===== config.mk =====
export PLATFORM = sky130hd
export DESIGN_NAME = regfile_wb_ctrl
export DESIGN_NICKNAME = d
export VERILOG_FILES = /design/src/rtl/regfile_wb_ctrl_pkg.sv /design/src/rtl/regfile_wb_ctrl_arb.sv /design/src/rtl/regfile_wb_ctrl.sv
export SDC_FILE = /design/constraint.sdc
export NUM_CORES = 1
export LEC_CHECK = 0
export ABC_AREA = 1
export ABC_CLOCK_PERIOD_IN_PS = 1790
export CAP_MARGIN = 10
export CORE_ASPECT_RATIO = 0.5
export CORE_MARGIN = 2
export CORE_UTILIZATION = 47
export CTS_CLUSTER_SIZE = 12
export DETAILED_ROUTE_END_ITERATION = 16
export GPL_ROUTABILITY_DRIVEN = 0
export PLACE_DENSITY = 0.82
export SYNTH_ARGS = -nofsm -noshare
export SYNTH_HDL_FRONTEND = slang
export SYNTH_SLANG_ARGS = --single-unit

===== constraint.sdc =====
create_clock -name clk -period 1.79 [get_ports clk]
set_input_delay 0.358 -clock clk [delete_from_list [all_inputs] [get_ports clk]]
set_output_delay 0.358 -clock clk [all_outputs]
set_load 0.1 [all_outputs]

===== src/rtl/regfile_wb_ctrl_pkg.sv =====
// Shared types and constants for the register-file write-back controller.
package regfile_wb_ctrl_pkg;

  localparam int WB_REG_BITS  = 32;
  localparam int WB_ADDR_BITS = 5;

  // Requester indices into the valid/grant vectors
  localparam int REQ_ALU = 0;
  localparam int REQ_LSU = 1;

  // Register x0 is architecturally zero and never written
  localparam logic [WB_ADDR_BITS-1:0] X0_ADDR = '0;

  // One write-back request as seen by the shared register-file port
  typedef struct packed {
    logic [WB_ADDR_BITS-1:0] addr;
    logic [WB_REG_BITS-1:0]  data;
  } wb_req_t;

endpackage


===== src/rtl/regfile_wb_ctrl_arb.sv =====
// Two-way round-robin arbiter; the requester that did not win last time
// gets priority on a tie. last_grant only moves on an accepted request.
module wb_rr_arb2
  import regfile_wb_ctrl_pkg::*;
(
  input  logic       clk,
  input  logic       rst,
  input  logic [1:0] valid_i,
  input  logic       accept_i,
  output logic [1:0] grant_o
);

  logic lastGrant_q;
  logic lastGrant_d;

  // Grant decision: single requester wins outright, a tie goes to the other one
  always_comb begin
    grant_o = 2'b00;
    case (valid_i)
      2'b01:   grant_o[REQ_ALU] = 1'b1;
      2'b10:   grant_o[REQ_LSU] = 1'b1;
      2'b11: begin
        if (lastGrant_q) grant_o[REQ_ALU] = 1'b1;
        else             grant_o[REQ_LSU] = 1'b1;
      end
      default: grant_o = 2'b00;
    endcase
  end

  // Remember who was served, but only when the grant was actually taken
  always_comb begin
    lastGrant_d = lastGrant_q;
    if (accept_i) lastGrant_d = grant_o[REQ_LSU];
  end

  // Reset to the LSU so the ALU wins the first tie
  always_ff @(posedge clk) begin
    if (rst) lastGrant_q <= 1'b1;
    else     lastGrant_q <= lastGrant_d;
  end

endmodule


===== src/rtl/regfile_wb_ctrl.sv =====
// Write-back controller for the register file write port: arbitrates the ALU
// and LSU write-back paths, registers the winning write, and keeps a
// pending-write scoreboard that decode queries for RAW hazards.
module regfile_wb_ctrl
  import regfile_wb_ctrl_pkg::*;
#(
  parameter int REG_BITS  = WB_REG_BITS,
  parameter int ADDR_BITS = WB_ADDR_BITS
) (
  input  logic                 clk,
  input  logic                 rst,
  input  logic                 req0_valid,
  input  logic [ADDR_BITS-1:0] req0_addr,
  input  logic [REG_BITS-1:0]  req0_data,
  output logic                 req0_ready,
  input  logic                 req1_valid,
  input  logic [ADDR_BITS-1:0] req1_addr,
  input  logic [REG_BITS-1:0]  req1_data,
  output logic                 req1_ready,
  input  logic                 iss_valid,
  input  logic [ADDR_BITS-1:0] iss_rd,
  input  logic [ADDR_BITS-1:0] qa1,
  input  logic [ADDR_BITS-1:0] qa2,
  output logic                 busy1,
  output logic                 busy2,
  output logic                 we,
  output logic [ADDR_BITS-1:0] wa,
  output logic [REG_BITS-1:0]  wd
);

  localparam int NUM_REGS = 2 ** ADDR_BITS;

  logic [1:0]          grant;
  logic                accept;
  wb_req_t             req0;
  wb_req_t             req1;
  wb_req_t             accReq;

  logic                we_q,  we_d;
  logic [ADDR_BITS-1:0] wa_q, wa_d;
  logic [REG_BITS-1:0] wd_q,  wd_d;

  logic [NUM_REGS-1:0] pending_q, pending_d;

  assign req0 = '{addr: req0_addr, data: req0_data};
  assign req1 = '{addr: req1_addr, data: req1_data};

  wb_rr_arb2 u_arb (
    .clk      (clk),
    .rst      (rst),
    .valid_i  ({req1_valid, req0_valid}),
    .accept_i (accept),
    .grant_o  (grant)
  );

  assign req0_ready = grant[REQ_ALU];
  assign req1_ready = grant[REQ_LSU];

  // Pick the accepted request; at most one side can be granted per cycle
  always_comb begin
    accept = (req0_valid && req0_ready) || (req1_valid && req1_ready);
    accReq = req0;
    if (req1_valid && req1_ready) accReq = req1;
  end

  // Next write-port value: an accepted write to x0 is consumed but never issued
  always_comb begin
    we_d = 1'b0;
    wa_d = wa_q;
    wd_d = wd_q;
    if (accept && (accReq.addr != X0_ADDR)) begin
      we_d = 1'b1;
      wa_d = accReq.addr;
      wd_d = accReq.data;
    end
  end

  // Register the write port; reset drops any write that is in flight
  always_ff @(posedge clk) begin
    if (rst) begin
      we_q <= 1'b0;
      wa_q <= '0;
      wd_q <= '0;
    end else begin
      we_q <= we_d;
      wa_q <= wa_d;
      wd_q <= wd_d;
    end
  end

  assign we = we_q;
  assign wa = wa_q;
  assign wd = wd_q;

  // Scoreboard update: clear on accepted write-back, then set on issue so a
  // newer producer of the same register stays outstanding
  always_comb begin
    pending_d = pending_q;
    if (accept)                              pending_d[accReq.addr] = 1'b0;
    if (iss_valid && (iss_rd != X0_ADDR))    pending_d[iss_rd]      = 1'b1;
    pending_d[0] = 1'b0;
  end

  // Scoreboard state
  always_ff @(posedge clk) begin
    if (rst) pending_q <= '0;
    else     pending_q <= pending_d;
  end

  assign busy1 = pending_q[qa1];
  assign busy2 = pending_q[qa2];

endmodule


---- Yosys cells after proc, flatten, opt, wreduce, memory -nomap -nowiden ----
Index checks and enable logic that the tools add are counted.
storage, ports and cells
  register bits ........................... 71
  bits of input ports ..................... 94
  output and inout port bits .............. 42
  logic and storage cells ................. 43
cells by class
  order comparisons ....................... 6
  equal/unequal tests ..................... 3
  mux-type cells .......................... 16
  bitwise gates (word level) .............. 3
  reduce and logical (&&, ||, !) cells .... 9
operator list
  cell                                                                number
  two-way mux 32 bit                                                  2
  two-way mux 37 bit                                                  1
  AND 32 bit                                                          1
  inverter 32 bit                                                     1
  bitwise OR 32 bit                                                   1
  < comparator 5 x 6 -> 1 bit (second input constant)                 4
  binary-select mux 1 bit (select 5 bit)                              2
  demux 1 bit (select 5 bit)                                          2
  greater-or-equal comparator 5 x 1 -> 1 bit (second input constant)  2
  nonzero test 5 bit                                                  2
  two-way mux 1 bit                                                   7
  logical AND 1 bit                                                   6
  == test 2 bit (second input constant)                               2
  case mux 1 bit (2 select lines)                                     2
  == test 2 x 1 -> 1 bit (second input constant)                      1
  logical OR 1 bit                                                    1

---- Depth between registers and ports, before layout ----
Gate-level depths: netlist (run 1).
  depth after elaboration ................. 13
  gate-level depth with buffers ........... 12
  gate-level depth less buffers ........... 10

---- Hierarchy ----
A second synthesis (run 1) with hierarchy kept.
unflattened totals
  cells, all modules ...................... 655
  area total of the unflattened synthesis .. 4046.4 sq um
by module, submodules not included
  module           instances  cells each  area each (sq um)  seq. area each (sq um)
  regfile_wb_ctrl  1          647         3985.1             1381.3
  wb_rr_arb2       1          8           61.3               20.0

---- Worst setup path before layout (run 1) ----
No wires, ideal clock.
  kind .................................... input to output
  start point ............................. input port req0_valid
  end point ............................... output port req0_ready
  arrival ................................. 2504 ps
  required time ........................... 1432 ps
  path slack .............................. -1072 ps
  stages .................................. 2
  path buffers ............................ 0
  path through ............................ inv_1 -> o21ai_0
on the way
  longest elaborated chain between the ends .. 2
  elaborated cells between the ends (all ways) .. 3
  those cells by class .................... eq/ne: 2; mux: 1
ends and longest elaborated chain
  element                                                  line                       RTL
  start, declared                                          regfile_wb_ctrl.sv:12      input logic req0_valid,
  == test 2 bit or == test 2 x 1 -> 1 bit (tied branches)  regfile_wb_ctrl_arb.sv:19  case (valid_i)
  case mux 1 bit (2 select lines) (*)                      regfile_wb_ctrl_arb.sv:19
  end, declared                                            regfile_wb_ctrl.sv:15      output logic req0_ready,
Mark *: on every way between the ends. The rest lies on a longest branch, timed or not.

---- Final worst setup path (run 1) ----
  start point ............................. input port qa2[0]
  end point ............................... output port busy2
on the way
  longest elaborated chain between the ends .. 2
ends and longest elaborated chain
  element                                  line                    RTL
  start, declared                          regfile_wb_ctrl.sv:23   input logic [ADDR_BITS-1:0] qa2,
  binary-select mux 1 bit (select 5 bit)   regfile_wb_ctrl.sv:111  assign busy2 = pending_q[qa2];
  two-way mux 1 bit (not written as such)  regfile_wb_ctrl.sv:111
  end, declared                            regfile_wb_ctrl.sv:25   output logic busy2,
No other way between the ends. The select of a mux whose other input is x is not followed.

==> results of run 1 <==
==> path summary, 6_finish.rpt <==
kind	end	slack [ps]	cells after the start
max	busy2	-70	10
min	pending_q[4]$_SDFF_PP0_	470	2
max reg2reg	pending_q[22]$_SDFF_PP0_	60	10
min reg2reg	pending_q[4]$_SDFF_PP0_	470	2
==> layout by cell type (no fill, tap or decap), types with 10 or more instances in the layout <==
cell	count
sky130_fd_sc_hd__nor2_1	43
sky130_fd_sc_hd__nand3_1	79
sky130_fd_sc_hd__nand3_2	10
sky130_fd_sc_hd__dfxtp_1	44
sky130_fd_sc_hd__clkbuf_16	10
sky130_fd_sc_hd__dfxtp_2	25
sky130_fd_sc_hd__nand2_1	241
sky130_fd_sc_hd__buf_4	44
sky130_fd_sc_hd__buf_12	46
sky130_fd_sc_hd__clkdlybuf4s50_1	84
sky130_fd_sc_hd__a21oi_1	36
sky130_fd_sc_hd__o21ai_0	21
sky130_fd_sc_hd__nor3_1	11
sky130_fd_sc_hd__inv_1	64
sky130_fd_sc_hd__nor2_2	31
sky130_fd_sc_hd__nand2_2	12
==> sequential cells by signal, indices dropped and copies added (netlist names) <==
signal,flops
wd,32
pending_q,31
wa,5
u_arb.lastGrant_q,1
we,1
==> per-layer routing <==
metal  up-vias  GRT usage
met5         -          0
met2       250      0.536
met3        47     0.0850
li1       2520          -
met1      2316      0.327
met4         0      0.133
==> critical path, cell delays in order <==
cell and delay (ps):
sky130_fd_sc_hd__buf_2 130, sky130_fd_sc_hd__clkinv_4 80, sky130_fd_sc_hd__buf_6 130, sky130_fd_sc_hd__nand2_1 50
sky130_fd_sc_hd__nand3_1 70, sky130_fd_sc_hd__nand3_1 120, sky130_fd_sc_hd__a21oi_2 70, sky130_fd_sc_hd__o21ai_2 250
sky130_fd_sc_hd__nand2_8 70, sky130_fd_sc_hd__buf_12 160
==> power by group <==
part	switching, uW	total [uW]	internal (uW)
Combinational	1200	2000	802
Clock	679	1800	1120
Sequential	103	1750	1650
Total	1980	5560	3570
==> repair_timing <==
item,CTS,global route
gates resized for setup,70,39
endpoints found under the setup margin,38,35
pin swaps,17,15
buffers inserted,2,0
cloned,5,1
==> area by class of cell <==
class                           count  share of cell area
Inverter                           77              0.0444
Clock inverter                      6             0.00994
Clock buffer                       10              0.0345
Sequential cell                    70               0.207
Timing Repair Buffer              193               0.331
Multi-Input combinational cell    511               0.351
Timing Repair inverter              1            0.000542
Tap cell                          117              0.0211
==> per-stage QoR <==
stage	util	hold slack, ps	setup TNS (ps)	setup slack (ps)
after floorplan	-	439	0	20.5
after global placement	0.737	449	-20100	-458
after detailed placement	0.737	458	-23440	-496
after CTS	0.789	479	-35.3	-27.2
after global routing	0.801	492	-216	-124
final	0.801	471	-112	-72.1
==> cell families after synthesis <==
family,Yosys count
simple gates,434
buf+inv,107
compound gates,77
flops,70
==> run_results.csv, run 1 <==
group,metric,value,unit
yosys,synth_xor_area_frac,0,
routing,detail_route.wl_per_cell,14.3,um
yosys,synth_largest_type_area_fraction,0.338,
worst_setup_path,cp-end-kind,"output pin",
yosys,postSynthNetCount,782,
worst_setup_path,cp.required,1430,ps
floorplanning,top_level_ports,136,
sta,max-slew-margin-rel,0.662,
floorplanning,core,0.00865,mm2
sta,timing.final.hold_violations,0,
worst_setup_path,worst_setup_path_startpoint,"qa2[0]",
global_routing,via_count_of_the_first_global_routing_pass,4905,
floorplanning,fp-row-count,24,
place,placement.cell_area,0.00637,mm2
yosys,synth_largest_area_cell,"sky130_fd_sc_hd__dfxtp_1",
place,place.port_buffers,135,
clocking,cts.htree.levels,3,
yosys,synthesis.area,0.00414,mm2
min_path,hp-start,"pending_q[4]$_SDFF_PP0_",
worst_setup_path,critPathLaunchType,"input port",
yosys,synthSimpleGateAreaFrac,0.449,
global_routing,grt_max_degree,37,
pwr,ir_drop,536,uV
clocking,hold_buffers,0,
yosys,post-synth-top-count-cell,"sky130_fd_sc_hd__nand2_1",
routing,drc_errors,0,
yosys,post_synth_most_frequent_cells,"sky130_fd_sc_hd__nand2_1 (252), sky130_fd_sc_hd__nand3_1 (89), sky130_fd_sc_hd__dfxtp_1 (70), sky130_fd_sc_hd__inv_1 (70), sky130_fd_sc_hd__nor2_1 (44)",
routing,final_wl,14100,um
pwr,p_leak,0.00329,uW
routing,route.antenna.remaining_nets,0,
finish,final_net_count,957,
yosys,synth_top_family_by_area,"simple AND/OR/NAND/NOR gates",
yosys,yosys_most_used_dff,"sky130_fd_sc_hd__dfxtp_1",
yosys,syn-instance-count,688,
yosys,yosys_register_bits,70,
finish,ff_latch_area,0.00144,mm2
finish,multiInputGateArea,0.00243,mm2
yosys,synthesis.yosys.warnings,0,
sta,min_clock_period_post_route,1860,ps
worst_setup_path,rr_startpoint,"u_arb.lastGrant_q$_SDFFE_PP1N_",
finish,drive_above_1_share,0.260,
clocking,cts_tree,"built",
sta,final.period_utilization,1.04,
finish,post-route-cell-area,0.00693,mm2
sta,finClkSkew,6.39,ps
yosys,yosys-mux-area-fraction,0,
outcome,status,"complete, but fails checks",
routing,dr.pass1.iters,5,
finish,stdcell_count,985,
routing,met2WireLength,7160,um
global_routing,grt-ovfl-total,0,
yosys,synth_edf_count,0,
routing,drt_iter0_markers,431,
sta,slew_viols_final,0,
worst_setup_path,endpoint_arrival_time_on_the_critical_path,1500,ps
yosys,synth_compound_gate_area_share,0.101,
yosys,post_synth_fa_ha_maj_area_fraction,0,
worst_setup_path,worstSetupPathType,"input port to output pin",
finish,diodes,0,
sta,achievable_freq,0.537,GHz
clocking,number_of_clock_buffers_inserted_by_tritoncts,9,
sta,timing_worst_slew_pin_value,503,ps
finish,synthToLayoutAreaGrowth,67.1,%
routing,dr_wl_met3,1190,um
place,post-dp-hpwl,9520,um
flow_run,max_cap_violations,0,
floorplanning,die-area,0.00963,mm2
routing,route.top_layer_used,"met4",
clocking,cts_max_path_buffers,2,
yosys,avgSynthCellArea,6.02,um2
global_routing,antenna_found_initial,0,
floorplanning,floorplan.initialDensity,0.479,
yosys,postSynth.asyncResetShare,0,
yosys,netlist-cell-type-count,22,
sta,setup_viol,2,
min_path,min-delay-path-class,"register to register",
floorplanning,dieWidth,137,um
global_routing,grt.total_usage,0.298,
clocking,worstSkewPairLatency,330,ps
floorplanning,die_h,70.4,um
outcome,failed_checks,"setup timing",
global_routing,grt_pass1_wl,22700,um
clocking,clock_sinks,70,
sta,setup_ws,-72.1,ps
pwr,power,5560,uW
finish,fill_cells,593,
pwr,power_density_over_the_cells,803,mW/mm2
yosys,synth_sequential_area_ratio,0.338,
sta,unrepaired_setup_endpoints_after_global_routing,"yes",
place,placed_cells,961,
routing,detailroute.via_count,5133,
routing,drt-vias-per-instance,5.21,
yosys,synth_top_cells_by_area,"sky130_fd_sc_hd__dfxtp_1 (34%), sky130_fd_sc_hd__nand2_1 (23%), sky130_fd_sc_hd__nand3_1 (11%), sky130_fd_sc_hd__inv_1 (6.3%), sky130_fd_sc_hd__a21oi_1 (4.8%)",
worst_setup_path,crit_path_max_fanout,5,
clocking,clk_pin_slew,60,ps
routing,routed_met1_length,5340,um
clocking,library_cell_used_as_clock_root_buffer,"sky130_fd_sc_hd__clkbuf_16",
No activity file was read; power rests on OpenSTA's default activity.
==> run 2: changes to the inputs <==
--- a/config.mk
+++ b/config.mk
@@ -15,6 +15,7 @@
 export DETAILED_ROUTE_END_ITERATION = 16
 export GPL_ROUTABILITY_DRIVEN = 0
 export PLACE_DENSITY = 0.82
+export SLEW_MARGIN = 20
 export SYNTH_ARGS = -nofsm -noshare
 export SYNTH_HDL_FRONTEND = slang
 export SYNTH_SLANG_ARGS = --single-unit
==> results of run 2 <==
The final DEF is identical to that of run 1; final timing and power are the same.
==> run 3: changes to the inputs <==
--- a/config.mk
+++ b/config.mk
@@ -10,12 +10,13 @@
 export CAP_MARGIN = 10
 export CORE_ASPECT_RATIO = 0.5
 export CORE_MARGIN = 2
-export CORE_UTILIZATION = 47
+export CORE_UTILIZATION = 46
 export CTS_CLUSTER_SIZE = 12
 export DETAILED_ROUTE_END_ITERATION = 16
 export GPL_ROUTABILITY_DRIVEN = 0
-export PLACE_DENSITY = 0.82
+export PLACE_DENSITY = 0.81
 export SLEW_MARGIN = 20
 export SYNTH_ARGS = -nofsm -noshare
 export SYNTH_HDL_FRONTEND = slang
+export SYNTH_HIERARCHICAL = 1
 export SYNTH_SLANG_ARGS = --single-unit
==> run 3 against run 2 <==
The flow still finishes with violations (setup timing). Count of clock-buffer cells in the layout is 3 higher. Largest power group unchanged. Cell count down 3.0%. Synthesized cell count down 4.8%.
==> run_results.csv, run 3 <==
group,metric,value,unit
outcome,status,"complete, but fails checks",
outcome,failed_checks,"setup timing",
pwr,power_density_over_the_cells,728,mW/mm2
global_routing,grt_max_degree,52,
clocking,cts_tree,"built",
yosys,netlist-cell-type-count,21,
sta,max-slew-margin-rel,0.617,
yosys,synth_edf_count,0,
finish,stdcell_count,955,
worst_setup_path,cp.required,1980,ps
yosys,yosys-mux-area-fraction,0,
sta,slew_viols_final,0,
sta,timing.final.hold_violations,0,
finish,layout_commonest_cell,"sky130_fd_sc_hd__nand2_1",
routing,drt-vias-per-instance,5.99,
yosys,avgSynthCellArea,6.18,um2
yosys,synth_xor_area_frac,0,
yosys,synth_sequential_area_ratio,0.346,
floorplanning,dieWidth,137,um
yosys,synthSimpleGateAreaFrac,0.460,
yosys,synth_top_family_by_area,"simple AND/OR/NAND/NOR gates",
routing,detailroute.via_count,5718,
floorplanning,top_level_ports,136,
global_routing,grt-ovfl-total,0,
yosys,post_synth_most_frequent_cells,"sky130_fd_sc_hd__nand2_1 (260), sky130_fd_sc_hd__nand3_1 (124), sky130_fd_sc_hd__dfxtp_1 (70), sky130_fd_sc_hd__a21oi_1 (59), sky130_fd_sc_hd__inv_1 (34)",
routing,route.antenna.remaining_nets,0,
finish,synthToLayoutAreaGrowth,82.9,%
finish,drive_above_1_share,0.352,
sta,setup_viol,47,
pwr,p_leak,0.00306,uW
clocking,hold_buffers,0,
routing,drt_iter0_markers,806,
pwr,ir_drop,512,uV
sta,timing_worst_slew_pin_value,575,ps
yosys,postSynthNetCount,749,
place,placed_cells,916,
yosys,synth_top_cells_by_area,"sky130_fd_sc_hd__dfxtp_1 (35%), sky130_fd_sc_hd__nand2_1 (24%), sky130_fd_sc_hd__nand3_1 (15%), sky130_fd_sc_hd__a21oi_1 (7.3%), sky130_fd_sc_hd__inv_1 (3.2%)",
routing,detail_route.wl_per_cell,20.3,um
yosys,syn-instance-count,655,
global_routing,antenna_found_initial,0,
yosys,synth_largest_area_cell,"sky130_fd_sc_hd__dfxtp_1",
worst_setup_path,worstSetupPathType,"input port to register",
sta,setup_ws,-123,ps
yosys,synthesis.area,0.00405,mm2
pwr,power,5390,uW
worst_setup_path,critPathLaunchType,"input port",
global_routing,grt_pass1_wl,24700,um
worst_setup_path,endpoint_arrival_time_on_the_critical_path,2100,ps
floorplanning,die-area,0.00961,mm2
place,placement.cell_area,0.00625,mm2
finish,final_net_count,929,
clocking,cts_max_path_buffers,2,
pwr,p_int,3450,uW
pwr,share_clk_of_total_power,0.313,
floorplanning,core,0.00862,mm2
global_routing,grt.total_usage,0.321,
routing,drc_errors,0,
sta,final.setup.tns,-3600,ps
yosys,synth_largest_type_area_fraction,0.346,
finish,max_ffs_per_register,32,
global_routing,via_count_of_the_first_global_routing_pass,5146,
clocking,clk_pin_slew,60,ps
finish,post-route-cell-area,0.00740,mm2
pwr,p_seq_frac,0.319,
sta,achievable_freq,0.523,GHz
finish,fill_cells,425,
floorplanning,floorplan.initialDensity,0.470,
place,post-dp-hpwl,9710,um
yosys,synth_compound_gate_area_share,0.116,
yosys,synthesis.yosys.warnings,6,
clocking,cts.htree.levels,3,
pwr,share_of_power_burned_in_combinational_logic,0.367,
yosys,yosys_most_used_dff,"sky130_fd_sc_hd__dfxtp_1",
clocking,clock_sinks,70,
floorplanning,die_h,70.3,um
place,post-place-ws,-681,ps
worst_setup_path,cp-end-kind,"register",
yosys,post_synth_fa_ha_maj_area_fraction,0,
sta,unrepaired_setup_endpoints_after_global_routing,"yes",
clocking,number_of_clock_buffers_inserted_by_tritoncts,9,
sta,final.period_utilization,1.07,
sta,finClkSkew,7.69,ps
pwr,switching_power,1940,uW
flow_run,max_cap_violations,0,
routing,dr.pass1.iters,10,
routing,final_wl,19400,um
min_path,min-delay-path-class,"register to register",
clocking,library_cell_used_as_clock_root_buffer,"sky130_fd_sc_hd__clkbuf_16",
pwr,switching_share,0.359,
yosys,yosys_register_bits,70,
place,place.port_buffers,135,
finish,mostFrequentLayoutCells,"sky130_fd_sc_hd__nand2_1 (232), sky130_fd_sc_hd__clkdlybuf4s50_1 (84), sky130_fd_sc_hd__nand3_1 (81)",
finish,diodes,0,
yosys,post-synth-top-count-cell,"sky130_fd_sc_hd__nand2_1",
floorplanning,fp-row-count,24,
sta,min_clock_period_post_route,1910,ps
clocking,worstSkewPairLatency,340,ps
worst_setup_path,crit_path_max_fanout,8,
yosys,postSynth.asyncResetShare,0,
run 3: power by group through the flow:
stage	clock network, uW	logic, uW	registers (uW)
6_report	1690	1980	1720
2_1_floorplan	0	558	2120
3_3_place_gp	0	1620	1740
3_5_place_dp	0	1640	1740
4_1_cts	1660	1750	1710
5_1_grt	1740	2050	1730
run 3: cell type report:
type	count	area [um2]	share of cell area
Inverter	35	146	0.0198
Timing Repair inverter	2	15.0	0.00203
Multi-Input combinational cell	511	2880	0.389
Timing Repair Buffer	206	2500	0.337
Clock buffer	13	270	0.0365
Sequential cell	70	1450	0.195
Clock inverter	1	5.00	0.000676
Tap cell	117	146	0.0198
run 3: worst paths after layout:
path	start	endpoint	slack (ps)	cells past startpoint
setup / recovery	req0_valid	wd[10]$_SDFFE_PP0P_	-120	12
hold reg to reg	pending_q[13]$_SDFF_PP0_	pending_q[13]$_SDFF_PP0_	460	2
hold / removal	pending_q[13]$_SDFF_PP0_	pending_q[13]$_SDFF_PP0_	460	2
setup reg to reg	u_arb/lastGrant_q$_SDFFE_PP1P_	wd[10]$_SDFFE_PP0P_	-110	11
run 3: critical path: stages:
cell	delay [ps]
sky130_fd_sc_hd__clkdlybuf4s15_1	300
sky130_fd_sc_hd__nand2_8	110
sky130_fd_sc_hd__and2_4	220
sky130_fd_sc_hd__nand2_8	100
sky130_fd_sc_hd__nand2_2	120
sky130_fd_sc_hd__nand2_2	110
sky130_fd_sc_hd__nor2_4	130
sky130_fd_sc_hd__nand3_4	150
sky130_fd_sc_hd__buf_6	180
sky130_fd_sc_hd__clkbuf_16	170
sky130_fd_sc_hd__nand3_2	60
sky130_fd_sc_hd__a21oi_1	80
run 3: logic make-up (layout without fill, tap and decap cells):
family | count (synthesis) | in the layout
compound gates | 83 | 83
buf+inv | 74 | 257
simple gates | 428 | 428
flops | 70 | 70
run 3: repair_timing:
item | CTS | global route
cloned | 4 | 3
pin swaps | 12 | 43
setup buffers | 10 | 10
endpoints found under the setup margin | 74 | 63
gates resized for setup | 68 | 132
hold endpoints to repair | 0 | 0
run 3: layer usage:
metal	routed length (um)	global-route usage	vias to the layer above	share of wire
li1	-	-	2491	-
met1	7050	0.380	2601	0.36
met2	9260	0.562	504	0.48
met3	2040	0.0835	122	0.11
met4	1010	0.112	0	0.052
met5	0	0	-	0
run 3: per-stage QoR:
step / hold slack [ps] / util
after floorplan: 439 / -
after global placement: 448 / 0.725
after detailed placement: 461 / 0.725
after CTS: 429 / 0.791
after global routing: 496 / 0.859
final: 462 / 0.859
